==> src/rtl/aes_pkg.sv <==
`default_nettype none
`timescale 1ns/1ps
// ============================================================================
// Module   : aes_pkg
// Purpose  : Shared constants and types for the AES-256 key schedule:
//            round/key word counts, round-key type, Rcon table, FSM state
//            encoding and the AES S-box lookup function.
// Revision : 1.0 - initial release
// ============================================================================
package aes_pkg;

  localparam int NR = 14;  // AES-256 rounds, so NR+1 = 15 round keys
  localparam int NK = 8;   // 32-bit words in the cipher key

  typedef logic [127:0] round_key_t;

  typedef enum logic [1:0] {
    IDLE   = 2'd0,
    EXPAND = 2'd1,
    DONE   = 2'd2
  } state_t;

  // Rcon top bytes indexed by i/2; entry 0 is never selected.
  localparam logic [0:7][7:0] RCON = {
    8'h00, 8'h01, 8'h02, 8'h04, 8'h08, 8'h10, 8'h20, 8'h40
  };

  localparam logic [0:255][7:0] SBOX = {
    8'h63, 8'h7c, 8'h77, 8'h7b, 8'hf2, 8'h6b, 8'h6f, 8'hc5, 8'h30, 8'h01, 8'h67, 8'h2b, 8'hfe, 8'hd7, 8'hab, 8'h76,
    8'hca, 8'h82, 8'hc9, 8'h7d, 8'hfa, 8'h59, 8'h47, 8'hf0, 8'had, 8'hd4, 8'ha2, 8'haf, 8'h9c, 8'ha4, 8'h72, 8'hc0,
    8'hb7, 8'hfd, 8'h93, 8'h26, 8'h36, 8'h3f, 8'hf7, 8'hcc, 8'h34, 8'ha5, 8'he5, 8'hf1, 8'h71, 8'hd8, 8'h31, 8'h15,
    8'h04, 8'hc7, 8'h23, 8'hc3, 8'h18, 8'h96, 8'h05, 8'h9a, 8'h07, 8'h12, 8'h80, 8'he2, 8'heb, 8'h27, 8'hb2, 8'h75,
    8'h09, 8'h83, 8'h2c, 8'h1a, 8'h1b, 8'h6e, 8'h5a, 8'ha0, 8'h52, 8'h3b, 8'hd6, 8'hb3, 8'h29, 8'he3, 8'h2f, 8'h84,
    8'h53, 8'hd1, 8'h00, 8'hed, 8'h20, 8'hfc, 8'hb1, 8'h5b, 8'h6a, 8'hcb, 8'hbe, 8'h39, 8'h4a, 8'h4c, 8'h58, 8'hcf,
    8'hd0, 8'hef, 8'haa, 8'hfb, 8'h43, 8'h4d, 8'h33, 8'h85, 8'h45, 8'hf9, 8'h02, 8'h7f, 8'h50, 8'h3c, 8'h9f, 8'ha8,
    8'h51, 8'ha3, 8'h40, 8'h8f, 8'h92, 8'h9d, 8'h38, 8'hf5, 8'hbc, 8'hb6, 8'hda, 8'h21, 8'h10, 8'hff, 8'hf3, 8'hd2,
    8'hcd, 8'h0c, 8'h13, 8'hec, 8'h5f, 8'h97, 8'h44, 8'h17, 8'hc4, 8'ha7, 8'h7e, 8'h3d, 8'h64, 8'h5d, 8'h19, 8'h73,
    8'h60, 8'h81, 8'h4f, 8'hdc, 8'h22, 8'h2a, 8'h90, 8'h88, 8'h46, 8'hee, 8'hb8, 8'h14, 8'hde, 8'h5e, 8'h0b, 8'hdb,
    8'he0, 8'h32, 8'h3a, 8'h0a, 8'h49, 8'h06, 8'h24, 8'h5c, 8'hc2, 8'hd3, 8'hac, 8'h62, 8'h91, 8'h95, 8'he4, 8'h79,
    8'he7, 8'hc8, 8'h37, 8'h6d, 8'h8d, 8'hd5, 8'h4e, 8'ha9, 8'h6c, 8'h56, 8'hf4, 8'hea, 8'h65, 8'h7a, 8'hae, 8'h08,
    8'hba, 8'h78, 8'h25, 8'h2e, 8'h1c, 8'ha6, 8'hb4, 8'hc6, 8'he8, 8'hdd, 8'h74, 8'h1f, 8'h4b, 8'hbd, 8'h8b, 8'h8a,
    8'h70, 8'h3e, 8'hb5, 8'h66, 8'h48, 8'h03, 8'hf6, 8'h0e, 8'h61, 8'h35, 8'h57, 8'hb9, 8'h86, 8'hc1, 8'h1d, 8'h9e,
    8'he1, 8'hf8, 8'h98, 8'h11, 8'h69, 8'hd9, 8'h8e, 8'h94, 8'h9b, 8'h1e, 8'h87, 8'he9, 8'hce, 8'h55, 8'h28, 8'hdf,
    8'h8c, 8'ha1, 8'h89, 8'h0d, 8'hbf, 8'he6, 8'h42, 8'h68, 8'h41, 8'h99, 8'h2d, 8'h0f, 8'hb0, 8'h54, 8'hbb, 8'h16
  };

  function automatic logic [7:0] sbox(input logic [7:0] b);
    return SBOX[b];
  endfunction

endpackage
`default_nettype wire

==> src/rtl/aes_subword.sv <==
`default_nettype none
`timescale 1ns/1ps
// ============================================================================
// Module   : aes_subword
// Purpose  : 32-bit AES SubWord: four independent byte S-box lookups.
// Ports    : word_in  [31:0] - input word
//            word_out [31:0] - S-box substituted word (byte-wise)
// Revision : 1.0 - initial release
// ============================================================================
module aes_subword
  import aes_pkg::*;
(
  input  logic [31:0] word_in,
  output logic [31:0] word_out
);

  for (genvar b = 0; b < 4; b++) begin : g_byte
    assign word_out[8*b +: 8] = sbox(word_in[8*b +: 8]);
  end

endmodule
`default_nettype wire

==> src/rtl/aes_key_schedule.sv <==
`default_nettype none
`timescale 1ns/1ps
// ============================================================================
// Module   : aes_key_schedule
// Purpose  : Iterative AES-256 key expansion. Produces one 128-bit round key
//            per cycle (rk2..rk14) after rk0/rk1 are loaded from the key, and
//            stores all 15 round keys for random read-out.
// Ports    : clk        - clock, rising edge
//            rst        - synchronous active-high reset
//            start      - expand key (accepted in IDLE or DONE only)
//            key [255:0]- cipher key, w0 in [255:224]
//            busy       - expansion in progress
//            keys_valid - all 15 round keys stored and stable
//            rd_idx[3:0]- round key read index 0..14 (15 reads zero)
//            rd_key[127:0] - round key rd_idx, first word in [127:96]
// Revision : 1.0 - initial release
// ============================================================================
module aes_key_schedule
  import aes_pkg::*;
(
  input  logic            clk,
  input  logic            rst,
  input  logic            start,
  input  logic [NK*32-1:0] key,
  output logic            busy,
  output logic            keys_valid,
  input  logic [3:0]      rd_idx,
  output logic [127:0]    rd_key
);

  localparam logic [3:0] LAST_ROUND = 4'(NR);

  state_t     state;
  logic [3:0] cnt;
  round_key_t rk_mem [0:NR];

  logic [3:0] idx_m1;
  logic [3:0] idx_m2;
  round_key_t prev1;
  round_key_t prev2;
  logic [31:0] sub_in;
  logic [31:0] sub_out;
  logic [31:0] rcon_word;
  logic [31:0] temp;
  round_key_t next_rk;

  // rk[i] depends on rk[i-1] (for temp) and rk[i-2] (xor base).
  assign idx_m1 = cnt - 4'd1;
  assign idx_m2 = cnt - 4'd2;
  assign prev1  = rk_mem[idx_m1];
  assign prev2  = rk_mem[idx_m2];

  // Even rounds rotate and add Rcon; odd rounds are a plain SubWord.
  assign sub_in    = cnt[0] ? prev1[31:0] : {prev1[23:0], prev1[31:24]};
  assign rcon_word = cnt[0] ? 32'h0 : {RCON[cnt[3:1]], 24'h0};
  assign temp      = sub_out ^ rcon_word;

  aes_subword u_subword (
    .word_in  (sub_in),
    .word_out (sub_out)
  );

  // Single word-chained xor producing all four words of the new round key.
  assign next_rk[127:96] = prev2[127:96] ^ temp;
  assign next_rk[95:64]  = prev2[95:64]  ^ next_rk[127:96];
  assign next_rk[63:32]  = prev2[63:32]  ^ next_rk[95:64];
  assign next_rk[31:0]   = prev2[31:0]   ^ next_rk[63:32];

  always_ff @(posedge clk) begin
    if (rst) begin
      state      <= IDLE;
      busy       <= 1'b0;
      keys_valid <= 1'b0;
      cnt        <= 4'd0;
      for (int i = 0; i <= NR; i++) begin
        rk_mem[i] <= '0;
      end
    end else begin
      case (state)
        IDLE, DONE: begin
          if (start) begin
            rk_mem[0]  <= key[255:128];
            rk_mem[1]  <= key[127:0];
            cnt        <= 4'd2;
            keys_valid <= 1'b0;
            busy       <= 1'b1;
            state      <= EXPAND;
          end
        end
        EXPAND: begin
          rk_mem[cnt] <= next_rk;
          if (cnt == LAST_ROUND) begin
            cnt        <= 4'd0;
            busy       <= 1'b0;
            keys_valid <= 1'b1;
            state      <= DONE;
          end else begin
            cnt <= cnt + 4'd1;
          end
        end
        default: begin
          state <= IDLE;
          busy  <= 1'b0;
        end
      endcase
    end
  end

  always_comb begin
    rd_key = '0;
    if (rd_idx != 4'd15) begin
      rd_key = rk_mem[rd_idx];
    end
  end

endmodule
`default_nettype wire

==> config.mk <==
export PLATFORM = sky130hd
export DESIGN_NAME = aes_key_schedule
export DESIGN_NICKNAME = d
export VERILOG_FILES = /design/src/rtl/aes_pkg.sv /design/src/rtl/aes_subword.sv /design/src/rtl/aes_key_schedule.sv
export SDC_FILE = /design/constraint.sdc
export NUM_CORES = 2
export LEC_CHECK = 0
export CAP_MARGIN = 40
export CELL_PAD_IN_SITES_DETAIL_PLACEMENT = 1
export CELL_PAD_IN_SITES_GLOBAL_PLACEMENT = 2
export CORE_ASPECT_RATIO = 1.5
export CORE_MARGIN = 3
export CORE_UTILIZATION = 41
export CTS_BUF_LIST = sky130_fd_sc_hd__clkbuf_8
export DETAILED_ROUTE_END_ITERATION = 10
export PLACE_DENSITY_LB_ADDON = 0.12
export SLEW_MARGIN = 20
export SYNTH_ARGS = -nofsm -noshare
export SYNTH_HDL_FRONTEND = slang
export SYNTH_SLANG_ARGS = --single-unit
==> constraint.sdc <==
create_clock -name clk -period 8.59 [get_ports clk]
set_input_delay 2.577 -clock clk [delete_from_list [all_inputs] [get_ports clk]]
set_output_delay 2.577 -clock clk [all_outputs]
set_load 0.005 [all_outputs]
==> results.sh <==
export IMPL_run_status="completed"
export IMPL_synth_enable_flop_cells=2048
export IMPL_grt_usage_pct=39.2
export IMPL_cts_sinks=2056
export IMPL_post_layout_total_power_mw=46.3
export IMPL_dominantRegCellSynth="sky130_fd_sc_hd__edfxtp_1"
export IMPL_detail_route_wl_per_cell_um=43.5
export IMPL_fp_dieH_um=682
export IMPL_post_synth_num_cell_types=101
export IMPL_required_time_reported_for_the_critical_path_endpoint_ns=6.01
export IMPL_period_share_pct=92.9
export IMPL_remaining_drc_errors=0
export IMPL_mappedNetlistArea_um2=125000
export IMPL_clock_skew_ns=0.132
export IMPL_met3WireLength_um=57600
export IMPL_synth_seq_area_share_pct=49.3
export IMPL_timing_critical_path_fanout_max=64
export IMPL_crit_path_end_kind="output pin"
export IMPL_area_delta_synth_final_pct=15.4
export IMPL_synth_async_sr_flop_share_pct=0
export IMPL_post_cts_resized_instances=0
export IMPL_tritoncts_clock_tree="yes"
export IMPL_io_buffer_count=392
export IMPL_crit_path_start_kind="input port"
export IMPL_hold_viol=0
export IMPL_reg2reg_setup_slack_ns=0.68
export IMPL_max_freq_mhz=125
export IMPL_routed_wl_um=623000
export IMPL_final_setup_viol_count=0
export IMPL_worst_ep_arrival_time_ns=5.40
export IMPL_synthesis_area_per_instance_um2=13.0
export IMPL_timing_reg2reg_worst_path_depth=22
export IMPL_power_leakage_nw=51.6
export IMPL_layout_core_utilization_pct=47.7
export IMPL_worst_setup_hold_path_clk_slew_ns=0.06
export IMPL_ios=393
export IMPL_totalNegativeSetupSlack_ns=0
export IMPL_floorplan_core_area_um2=303000
export IMPL_grt_setup_unrepaired="no"
export IMPL_critical_path_class="in2out"
export IMPL_worst_hold_startpoint="keys_valid"
export IMPL_r2r_start="cnt[2]"
export IMPL_dp_hpwl_um=408000
export IMPL_grt_antenna_before_repair=27
export IMPL_grt_pass1_wl_um=854000
export IMPL_first_iter_violations=13332
export IMPL_routed_via_count=100267
export IMPL_ir_worst_vdd_mv=0.269
export IMPL_routed_via_count_divided_by_cell_count=7.00
export IMPL_dr_wl_met2_um=295000
export IMPL_post_cts_buffers=0
export IMPL_synth_ff_latch_count=2056
export IMPL_detail_route_wirelength_met1_um=215000
export IMPL_cts_hold_buffers_added=0
export IMPL_time_the_worst_path_needs_with_i_o_delays_and_setup_ns=7.98
export IMPL_actual_transition_at_the_worst_max_transition_pin_ns=1.10
export IMPL_root_buffer="sky130_fd_sc_hd__clkbuf_8"
export IMPL_grt_max_degree=116
export IMPL_min_delay_path_depth=2
export IMPL_first_global_vias=103490
export IMPL_global_route_overflow_total=0
export IMPL_floorplan_die_area_um2=312000
export IMPL_layout_nets=10385
export IMPL_highest_layer="met5"
export IMPL_synth_warnings=0
export IMPL_place_gp_congestion=0.999
export IMPL_timing_hold_worst_endpoint="keys_valid"
export IMPL_drive_above_1_share_pct=27.0
export IMPL_seqCellArea_um2=61700
export IMPL_clk_latency_ns=1.10
export IMPL_cts_max_path_buffers=4
export IMPL_core_rowCount=247
export IMPL_timing_rr_end="rk_mem[1][7]"
export IMPL_number_of_nets_still_failing_antenna_checks_after_routing=0
export IMPL_width_of_the_die_um=457
export IMPL_final_fill_count=30522
export IMPL_netlist_instances=9599
export IMPL_multi_input_comb_area_um2=59000
export IMPL_power_density_nw_per_um2=321
export IMPL_tritoncts_num_buffers=347
export IMPL_worst_hold_path_type="reg2reg"
export IMPL_timing_final_max_slew_violations=0
export IMPL_synth_fp_nets=9922
export IMPL_timing_slew_headroom_pct=26.4
export IMPL_drt_first_pass_iters=6
export IMPL_cts_htree_levels=5
export IMPL_floorplan_initialDensity_pct=41.3
export IMPL_max_capacitance_violation_count=0
## Yosys cell counts (15+ instances only)
library cell / instances / area, µm²
sky130_fd_sc_hd__edfxtp_1: 2048 / 61500
sky130_fd_sc_hd__nor2_1: 1872 / 7030
sky130_fd_sc_hd__mux4_2: 1390 / 31300
sky130_fd_sc_hd__clkbuf_1: 641 / 2410
sky130_fd_sc_hd__nand2_1: 626 / 2350
sky130_fd_sc_hd__o21ai_0: 479 / 2400
sky130_fd_sc_hd__a21oi_1: 239 / 1200
sky130_fd_sc_hd__buf_2: 208 / 1040
sky130_fd_sc_hd__inv_1: 172 / 646
sky130_fd_sc_hd__nor2b_1: 171 / 1070
sky130_fd_sc_hd__nand3_1: 114 / 571
sky130_fd_sc_hd__a31oi_1: 111 / 694
sky130_fd_sc_hd__nor3_1: 110 / 551
sky130_fd_sc_hd__a211oi_1: 101 / 758
sky130_fd_sc_hd__xnor2_1: 100 / 876
sky130_fd_sc_hd__buf_1: 92 / 345
sky130_fd_sc_hd__o211ai_1: 87 / 653
sky130_fd_sc_hd__mux2i_1: 81 / 811
sky130_fd_sc_hd__xor2_1: 73 / 639
sky130_fd_sc_hd__ha_1: 60 / 751
sky130_fd_sc_hd__buf_4: 58 / 435
sky130_fd_sc_hd__mux2_2: 49 / 552
sky130_fd_sc_hd__nand2b_1: 37 / 231
sky130_fd_sc_hd__o311ai_0: 37 / 324
sky130_fd_sc_hd__a311oi_1: 36 / 315
sky130_fd_sc_hd__o221ai_1: 34 / 298
sky130_fd_sc_hd__and2_1: 29 / 181
sky130_fd_sc_hd__a221oi_1: 28 / 245
sky130_fd_sc_hd__a22oi_1: 26 / 195
sky130_fd_sc_hd__o22ai_1: 25 / 156
sky130_fd_sc_hd__a211o_1: 24 / 210
sky130_fd_sc_hd__nand4_1: 20 / 125
sky130_fd_sc_hd__xnor2_2: 20 / 325
sky130_fd_sc_hd__o31ai_1: 19 / 143
sky130_fd_sc_hd__or2_2: 18 / 113
sky130_fd_sc_hd__and3_1: 17 / 106
sky130_fd_sc_hd__o2111ai_1: 17 / 149
sky130_fd_sc_hd__xor2_2: 17 / 277
sky130_fd_sc_hd__a2111oi_0: 15 / 131
## registers in the layout (all words and copies together) (netlist names)
name and cells:
cnt 4, state 2, keys_valid 1, busy 1, rk_mem 2048
## cell usage in the layout, fill, tap and decap left out, types with 58 or more instances in the layout
| cell type | count |
|---|---|
| sky130_fd_sc_hd__a31oi_1 | 108 |
| sky130_fd_sc_hd__clkbuf_8 | 356 |
| sky130_fd_sc_hd__a211oi_1 | 100 |
| sky130_fd_sc_hd__inv_1 | 266 |
| sky130_fd_sc_hd__mux2i_1 | 77 |
| sky130_fd_sc_hd__o21ai_0 | 477 |
| sky130_fd_sc_hd__nor2_1 | 1871 |
| sky130_fd_sc_hd__mux4_2 | 1390 |
| sky130_fd_sc_hd__xor2_1 | 68 |
| sky130_fd_sc_hd__buf_4 | 560 |
| sky130_fd_sc_hd__nor3_1 | 110 |
| sky130_fd_sc_hd__xnor2_1 | 72 |
| sky130_fd_sc_hd__nand2_1 | 609 |
| sky130_fd_sc_hd__ha_1 | 58 |
| sky130_fd_sc_hd__o211ai_1 | 87 |
| sky130_fd_sc_hd__clkinv_1 | 92 |
| sky130_fd_sc_hd__nand3_1 | 113 |
| sky130_fd_sc_hd__clkdlybuf4s50_1 | 388 |
| sky130_fd_sc_hd__a21oi_1 | 239 |
| sky130_fd_sc_hd__buf_12 | 142 |
| sky130_fd_sc_hd__edfxtp_1 | 2048 |
| sky130_fd_sc_hd__nor2b_1 | 171 |
## worst max-delay path, stage by stage
cell	delay (ns)
sky130_fd_sc_hd__buf_8	0.37
sky130_fd_sc_hd__buf_12	0.38
sky130_fd_sc_hd__and4_4	0.72
sky130_fd_sc_hd__buf_12	0.30
sky130_fd_sc_hd__nor2b_1	0.13
sky130_fd_sc_hd__clkdlybuf4s50_1	0.49
## layout make-up
cell class,instances,area share [%]
Antenna cell,8,0.0139
Clock buffer,355,3.39
Clock inverter,255,1.02
Inverter,181,0.471
Multi-Input combinational cell,6349,40.9
Sequential cell,2056,42.8
Tap cell,3984,3.46
Timing Repair Buffer,1127,7.99
## per-layer routing
layer  up-vias  GRT usage, %
li1      38209             -
met1     53178          46.8
met2      7209          63.7
met3      1667          7.30
met4         4          28.9
met5         -             0
## worst max-delay path by stage
stage                     cells after the start  startpoint  slack (ns)        endpoint
after global placement                        7   rd_idx[0]        0.67      rd_key[80]
after detailed placement                      7   rd_idx[0]        0.67      rd_key[80]
after floorplan                              29      cnt[1]        0.34  rk_mem[10][16]
after global routing                         22      cnt[2]        0.51    rk_mem[0][7]
after CTS                                     7   rd_idx[0]        0.66      rd_key[80]
final                                         6   rd_idx[0]        0.61      rd_key[36]
## power by group
part / internal [mW] / switching, mW
Sequential: 12.0 / 0.363
Combinational: 7.73 / 17.6
Clock: 4.24 / 4.36
## per-stage QoR
step | hold slack, ns | cell area (µm²) | std cells | setup WS [ns]
2_1_floorplan | 0.439 | 125000 | 9599 | 0.338
3_3_place_gp | 0.440 | 137000 | 13644 | 0.674
3_5_place_dp | 0.454 | 138000 | 13688 | 0.672
4_1_cts | 0.464 | 144000 | 14298 | 0.663
5_1_grt | 0.480 | 144000 | 14311 | 0.510
6_report | 0.462 | 144000 | 14315 | 0.609
## logic make-up (layout without fill, tap and decap cells)
kind of cell             Yosys count  after routing  synth area share [%]
other                              0              8                     0
adder cells (fa/ha/maj)           60             60                 0.601
XOR/XNOR                         218            218                  1.86
AO/OA/AOI/OAI                   1480           1480                  7.81
multiplexers                    1521           1521                  26.2
flip-flops                      2056           2056                  49.3
AND/OR/NAND/NOR                 3070           3070                  10.2
buffers and inverters           1194           1918                  4.05
(Power assumes the default switching activity.)
